## src/rtl/ocram_test_pkg.sv

```systemverilog
// Shared types and constants for the OCRAM self-test master.
package ocram_test_pkg;

  localparam int unsigned ADDR_W = 13;
  localparam int unsigned DATA_W = 16;
  localparam int unsigned IDX_W  = ADDR_W + 1;
  localparam int unsigned ERR_W  = 16;

  localparam logic [1:0] OP_FILL       = 2'b00;
  localparam logic [1:0] OP_CHECK      = 2'b01;
  localparam logic [1:0] OP_FILL_CHECK = 2'b10;

  localparam logic [ERR_W-1:0] ERR_CNT_MAX = 16'hFFFF;

  typedef enum logic [2:0] {
    ST_IDLE,
    ST_WRITE,
    ST_READ_REQ,
    ST_READ_WAIT,
    ST_DONE
  } state_t;

endpackage

```

## src/rtl/ocram_pattern_gen.sv

```systemverilog
// Word index, word address and pattern value counters shared by the
// write and compare paths. Address and pattern wrap naturally.
module ocram_pattern_gen
  import ocram_test_pkg::*;
(
  input  logic              clk,
  input  logic              reset,
  input  logic              load,
  input  logic              advance,
  input  logic [ADDR_W-1:0] base_addr,
  input  logic [DATA_W-1:0] seed,
  output logic [IDX_W-1:0]  index,
  output logic [ADDR_W-1:0] addr,
  output logic [DATA_W-1:0] data
);

  // Load restarts at word 0; advance steps all three counters together.
  always_ff @(posedge clk) begin
    if (reset) begin
      index <= '0;
      addr  <= '0;
      data  <= '0;
    end else if (load) begin
      index <= '0;
      addr  <= base_addr;
      data  <= seed;
    end else if (advance) begin
      index <= index + IDX_W'(1);
      addr  <= addr + ADDR_W'(1);
      data  <= data + DATA_W'(1);
    end
  end

endmodule

```

## src/rtl/ocram_test_master.sv

```systemverilog
// Avalon-MM bring-up master: fills an OCRAM word range with a counter
// pattern, reads it back and compares, or both, reporting mismatches.
module ocram_test_master
  import ocram_test_pkg::*;
(
  input  logic                  clk,
  input  logic                  reset,
  input  logic                  start,
  input  logic [1:0]            op,
  input  logic [ADDR_W-1:0]     base_addr,
  input  logic [ADDR_W:0]       word_count,
  input  logic [DATA_W-1:0]     seed,
  output logic                  busy,
  output logic                  done,
  output logic [ERR_W-1:0]      error_count,
  output logic [ADDR_W-1:0]     first_err_addr,
  output logic [ADDR_W-1:0]     avm_address,
  output logic [DATA_W/8-1:0]   avm_byteenable,
  output logic                  avm_read,
  output logic                  avm_write,
  output logic [DATA_W-1:0]     avm_writedata,
  input  logic [DATA_W-1:0]     avm_readdata,
  input  logic                  avm_waitrequest,
  input  logic                  avm_readdatavalid
);

  state_t              state;
  logic [1:0]          op_q;
  logic [IDX_W-1:0]    count_q;
  logic [ADDR_W-1:0]   base_q;
  logic [DATA_W-1:0]   seed_q;

  logic [IDX_W-1:0]    pg_index;
  logic [ADDR_W-1:0]   pg_addr;
  logic [DATA_W-1:0]   pg_data;

  logic                start_ok_c;
  logic                last_c;
  logic                wr_acc_c;
  logic                rd_data_c;
  logic                pg_load_c;
  logic                pg_adv_c;
  logic [ADDR_W-1:0]   pg_base_c;
  logic [DATA_W-1:0]   pg_seed_c;

  // Counter control: load on accepted start and on the fill-to-check turnaround.
  assign start_ok_c = (state == ST_IDLE) && start;
  assign last_c     = (pg_index == (count_q - IDX_W'(1)));
  assign wr_acc_c   = (state == ST_WRITE) && !avm_waitrequest;
  assign rd_data_c  = (state == ST_READ_WAIT) && avm_readdatavalid;
  assign pg_load_c  = start_ok_c || (wr_acc_c && last_c);
  assign pg_adv_c   = (wr_acc_c || rd_data_c) && !last_c;
  assign pg_base_c  = start_ok_c ? base_addr : base_q;
  assign pg_seed_c  = start_ok_c ? seed : seed_q;

  ocram_pattern_gen u_pattern_gen (
    .clk       (clk),
    .reset     (reset),
    .load      (pg_load_c),
    .advance   (pg_adv_c),
    .base_addr (pg_base_c),
    .seed      (pg_seed_c),
    .index     (pg_index),
    .addr      (pg_addr),
    .data      (pg_data)
  );

  assign avm_address    = pg_addr;
  assign avm_writedata  = pg_data;
  assign avm_byteenable = {(DATA_W/8){1'b1}};

  // Sequencer: command latch, bus requests, compare and result capture.
  always_ff @(posedge clk) begin
    if (reset) begin
      state          <= ST_IDLE;
      busy           <= 1'b0;
      done           <= 1'b0;
      avm_read       <= 1'b0;
      avm_write      <= 1'b0;
      error_count    <= '0;
      first_err_addr <= '0;
      op_q           <= OP_FILL;
      count_q        <= '0;
      base_q         <= '0;
      seed_q         <= '0;
    end else begin
      done <= 1'b0;
      case (state)
        ST_IDLE: begin
          if (start) begin
            op_q           <= (op == 2'b11) ? OP_FILL_CHECK : op;
            count_q        <= word_count;
            base_q         <= base_addr;
            seed_q         <= seed;
            error_count    <= '0;
            first_err_addr <= '0;
            if (word_count == '0) begin
              state <= ST_DONE;
              done  <= 1'b1;
            end else begin
              busy <= 1'b1;
              if (op == OP_CHECK) begin
                state    <= ST_READ_REQ;
                avm_read <= 1'b1;
              end else begin
                state     <= ST_WRITE;
                avm_write <= 1'b1;
              end
            end
          end
        end
        ST_WRITE: begin
          if (!avm_waitrequest && last_c) begin
            avm_write <= 1'b0;
            if (op_q == OP_FILL) begin
              state <= ST_DONE;
              done  <= 1'b1;
              busy  <= 1'b0;
            end else begin
              state    <= ST_READ_REQ;
              avm_read <= 1'b1;
            end
          end
        end
        ST_READ_REQ: begin
          if (!avm_waitrequest) begin
            avm_read <= 1'b0;
            state    <= ST_READ_WAIT;
          end
        end
        ST_READ_WAIT: begin
          if (avm_readdatavalid) begin
            if (avm_readdata != pg_data) begin
              if (error_count == '0) first_err_addr <= pg_addr;
              if (error_count != ERR_CNT_MAX) error_count <= error_count + ERR_W'(1);
            end
            if (last_c) begin
              state <= ST_DONE;
              done  <= 1'b1;
              busy  <= 1'b0;
            end else begin
              state    <= ST_READ_REQ;
              avm_read <= 1'b1;
            end
          end
        end
        ST_DONE: state <= ST_IDLE;
        default: state <= ST_IDLE;
      endcase
    end
  end

endmodule

```

## config.mk

```make
export PLATFORM = sky130hd
export DESIGN_NAME = ocram_test_master
export DESIGN_NICKNAME = d
export VERILOG_FILES = /design/src/rtl/ocram_test_pkg.sv /design/src/rtl/ocram_pattern_gen.sv /design/src/rtl/ocram_test_master.sv
export SDC_FILE = /design/constraint.sdc
export NUM_CORES = 1
export LEC_CHECK = 0
export CAP_MARGIN = 40
export CORE_MARGIN = 4
export CORE_UTILIZATION = 50
export CTS_CLUSTER_SIZE = 40
export DETAILED_ROUTE_END_ITERATION = 16
export PLACE_DENSITY_LB_ADDON = 0.05
export RECOVER_POWER = 25
export SLEW_MARGIN = 20
export SYNTH_ARGS = -nofsm -noshare
export SYNTH_HDL_FRONTEND = slang
export SYNTH_SLANG_ARGS = --single-unit
```

## constraint.sdc

```tcl
create_clock -name clk -period 4.8 [get_ports clk]
set_input_delay 1.44 -clock clk [delete_from_list [all_inputs] [get_ports clk]]
set_output_delay 1.44 -clock clk [all_outputs]
set_load 0.05 [all_outputs]
```

==> metrics.log <==
INFO  metric max_stage_delay = 0.51 ns
INFO  metric width_of_the_chip = roughly 120 um
INFO  metric crit-reg2reg-capture = u_pattern_gen.data[0]$_SDFFE_PP0P_
INFO  metric whs = about 0.45 ns
INFO  metric synth_edf_count = 0
INFO  metric globalplace.congestion = 0.8793
INFO  metric place_ws = between 0.8 and 0.9 ns
INFO  metric core_area = about 12000 um^2
INFO  metric power.switching = approximately 1.3 mW
INFO  metric groute.usage.overall = 0.2495
INFO  metric drt_antenna_net_count = 0
INFO  metric clkTransAtPathRegs = 0.06 ns
INFO  metric insertion_delay = ~0.41 ns
INFO  metric seq_power_share = 0.332
INFO  metric placed_area = 7630 um^2
INFO  metric crit_chain = inv_1, ha_1, or4b_4, or4b_1, a21o_1, o2bb2ai_2, or3_4, nor2_8, or2_2, o21ai_0
INFO  metric reg2regPathDepth = 10
INFO  metric start_util = 0.5180
INFO  metric routed_wirelength = between 15 and 20 mm
INFO  metric drive_gt1_frac = 0.05895
INFO  metric clock_tree_from_tritoncts = done
INFO  metric routed_via_density = 5.762
INFO  metric critical_path_class = reg2reg
INFO  metric drt-wirelength-per-cell = around 17 um
INFO  metric setup_total_negative_slack = 0 ns
INFO  metric cts.sinks = about 120
INFO  metric power_density = ~470 nW/um^2
INFO  metric max_capacitance_violation_total = 0
INFO  metric synth_seq_area_share = 0.3940
INFO  metric status = finished, final reports clean
INFO  metric hold_end = base_q[10]$_SDFFE_PP0P_
INFO  metric yosysMostFrequentCell = dfxtp_1
INFO  metric timing.final.crit_period = roughly 3.6 ns
INFO  metric fin_total_pwr = around 3.9 mW
INFO  metric post-cts-setup-buffer-count = 0
INFO  metric rows = 40
INFO  metric pin_count_of_the_biggest_net_entering_global_routing = 67
INFO  metric synth_async_sr_flop_share = 0
INFO  metric ir_worst_vdd = 0.3441 mV
INFO  metric switching_share = 0.3445
INFO  metric post-route-drc-count = 0
INFO  metric detailed_place_hpwl = between 10 and 15 mm
INFO  metric pre_antenna_drt_iters = 5
INFO  metric endpoint_kind = register
INFO  metric synth_top_area_frac = 0.3940
INFO  metric grt_most_used_layer = met2
INFO  metric final_area = just over 8000 um^2
INFO  metric hold_viol_final = 0
INFO  metric p_int = between 2 and 3 mW
INFO  metric rsz0062_at_grt = false
INFO  metric reg2reg_setup_slack = approximately 1.2 ns
INFO  metric hold_depth = 2
INFO  metric global_route.overflow_total = 0
INFO  metric setup_violations = 0
INFO  metric use_met2 = 0.3871
INFO  metric post_synth_inst_count = 780
INFO  metric critPathTopFamily = simple AND/OR/NAND/NOR gates
INFO  metric cts_resized = 0
INFO  metric area_growth_syn_to_layout = 31.58%
INFO  metric synth_area_per_cell = 8.077 um^2
INFO  metric min_period_over_period = 0.7593
INFO  metric globalRouteMet3Util = 0.05706
INFO  metric multiInputGateArea = 3545 um^2
INFO  metric slew_headroom = 0.4938
INFO  metric grt_antenna_before_repair = 0
INFO  metric worst_slack = ~1.2 ns
INFO  metric synth_cell_types = between 60 and 70
INFO  metric route.vias.total = slightly above 6000
INFO  metric dieHeight = approximately 120 um
INFO  metric post_synth_instance_area = roughly 6300 um^2
INFO  metric hold_buffers = 0
INFO  metric port_buffers = around 130
INFO  metric groute.layer.met1.usage = 0.3461
INFO  metric crit_path_start_kind = register
INFO  metric regToRegStartpoint = count_q[0]$_SDFFE_PP0P_
INFO  metric critical-path-slowest-cell = or4b_1
INFO  metric ys_warn_count = 0
INFO  metric timing.clock.skew = about 0.0067 ns
INFO  metric synth_largest_area_cell = dfxtp_1
INFO  metric timing.fmax = 274.4 MHz
INFO  metric n_antenna_cell = 0
INFO  metric cp_max_fo = 23
INFO  metric worst-endpoint-arrival = between 3 and 4 ns
INFO  metric hold_class = reg2reg
INFO  metric seq_area = roughly 2500 um^2
INFO  metric inserted_clock_buffers = 17
INFO  metric grt_pass1_vias = 5810
INFO  metric htree_num_levels = 4
INFO  metric synth.top_cells.by_count = 124 x dfxtp_1, 116 x nand2_1, 72 x nor2_1, 62 x a21oi_1, 40 x xnor2_1
INFO  metric number_of_pins_with_negative_max_slew_slack_in_the_final_report = 0
INFO  metric cp.required = slightly above 5 ns
INFO  metric floorplan.io_pins = 130
INFO  metric p_leak = 3.054 nW
INFO  metric total_die_area = approximately 14000 um^2
INFO  metric n_fill_cell = slightly above 1000
INFO  metric clock_power_share = 0.372
INFO  metric clockBufferDepth = 2
INFO  metric worst_slew_pin_slew = around 0.76 ns
INFO  metric cp.buffers_inverters = 1
INFO  metric ys_ff_latch = 124
INFO  metric post_synth_main_area_contributors = dfxtp_1 39%, nand2_1 6.9%, xnor2_1 5.6%
INFO  metric initial_detailed_routing_violation_count = about 460
INFO  metric design.final.nets = ~960
INFO  metric clock-root-buffer = clkbuf_16
INFO  metric hold_path_startpoint = base_q[10]$_SDFFE_PP0P_
INFO  metric top_ff_cell_synth = dfxtp_1
INFO  metric combinational_share_of_power = 0.296
INFO  metric grt_first_pass_wirelength = 29.29 mm
==> layout make-up <==
type,count,area share
multi-input cells,595,0.4276
flip-flops and latches,124,0.2995
repair buffers,136,0.1618
clock buffers,21,0.05434
clock inverters,11,0.02596
well taps,168,0.02536
inverters,12,0.005434
==> sequential cells by signal, indices dropped and copies added, names as in the netlist <==
register             count
count_q                 14
done                     1
seed_q                  16
base_q                  13
state                    3
avm_read                 1
first_err_addr          13
u_pattern_gen.data      16
avm_write                1
busy                     1
u_pattern_gen.addr      13
u_pattern_gen.index     14
error_count             16
op_q                     2
==> layer usage <==
layer  routed length [um]  share of wire
met4                  241          0.013
met5                    0              0
met2                 8244           0.45
met1                 8458           0.46
met3                 1299          0.071
==> layout by cell type, fill, tap and decap left out, types with 19 or more instances in the layout <==
cell type	n
a21oi_1	61
and3_1	19
clkdlybuf4s50_1	98
dfxtp_1	124
dlygate4sd3_1	28
nand2_1	116
nand3_1	28
nor2_1	72
nor3_1	28
nor4_1	23
xnor2_1	40
xor2_1	32
==> logic make-up (layout without fill, tap and decap cells) <==
| family | Yosys count | in the layout | share of synthesized area |
|---|---|---|---|
| buffers and inverters | 62 | 180 | 0.04528 |
| adders and majority gates | 6 | 6 | 0.01192 |
| muxes | 15 | 15 | 0.02383 |
| and+or+nand+nor | 345 | 345 | 0.2699 |
| AOI/OAI and AO/OA | 155 | 155 | 0.1543 |
| xor gates and xnor gates | 72 | 72 | 0.1001 |
| other | 1 | 2 | 0.0005953 |
| DFF | 124 | 124 | 0.3940 |
==> stage by stage <==
stage,utilization,std cells
after floorplan,-,781
after global placement,0.6261,1034
after detailed placement,0.6274,1035
after CTS,0.6821,1067
after global routing,0.6816,1067
final,0.6816,1067
==> worst max-delay path by stage <==
stage | start | endpoint | slack (ns) | depth (start not counted)
finish | count_q[0]$_SDFFE_PP0P_ | u_pattern_gen.data[0]$_SDFFE_PP0P_ | 1.16 | 10
global route | count_q[0]$_SDFFE_PP0P_ | u_pattern_gen.data[12]$_SDFFE_PP0P_ | 0.94 | 10
CTS | count_q[0]$_SDFFE_PP0P_ | u_pattern_gen.data[0]$_SDFFE_PP0P_ | 1.14 | 10
detailed placement | start | u_pattern_gen.addr[5]$_SDFFE_PP0P_ | 0.88 | 5
global placement | start | error_count[15]$_SDFFE_PP0P_ | 0.92 | 9
floorplan | start | first_err_addr[10]$_SDFFE_PP0P_ | 1.43 | 8
==> power groups by stage <==
stage	clock, mW	sequential (mW)	combinational, mW
after floorplan	0	1.45	0.646
after global placement	0	1.31	1.12
after detailed placement	0	1.31	1.15
after CTS	1.47	1.29	1.16
after global routing	1.50	1.31	1.24
final	1.45	1.29	1.15
==> worst min-delay path, cell delays in order (launching register included) <==
cell	delay (ns)
dfxtp_1	0.30
nand2_1	0.05
a21oi_1	0.05
Note: power is estimated with default switching activity, not from simulation.
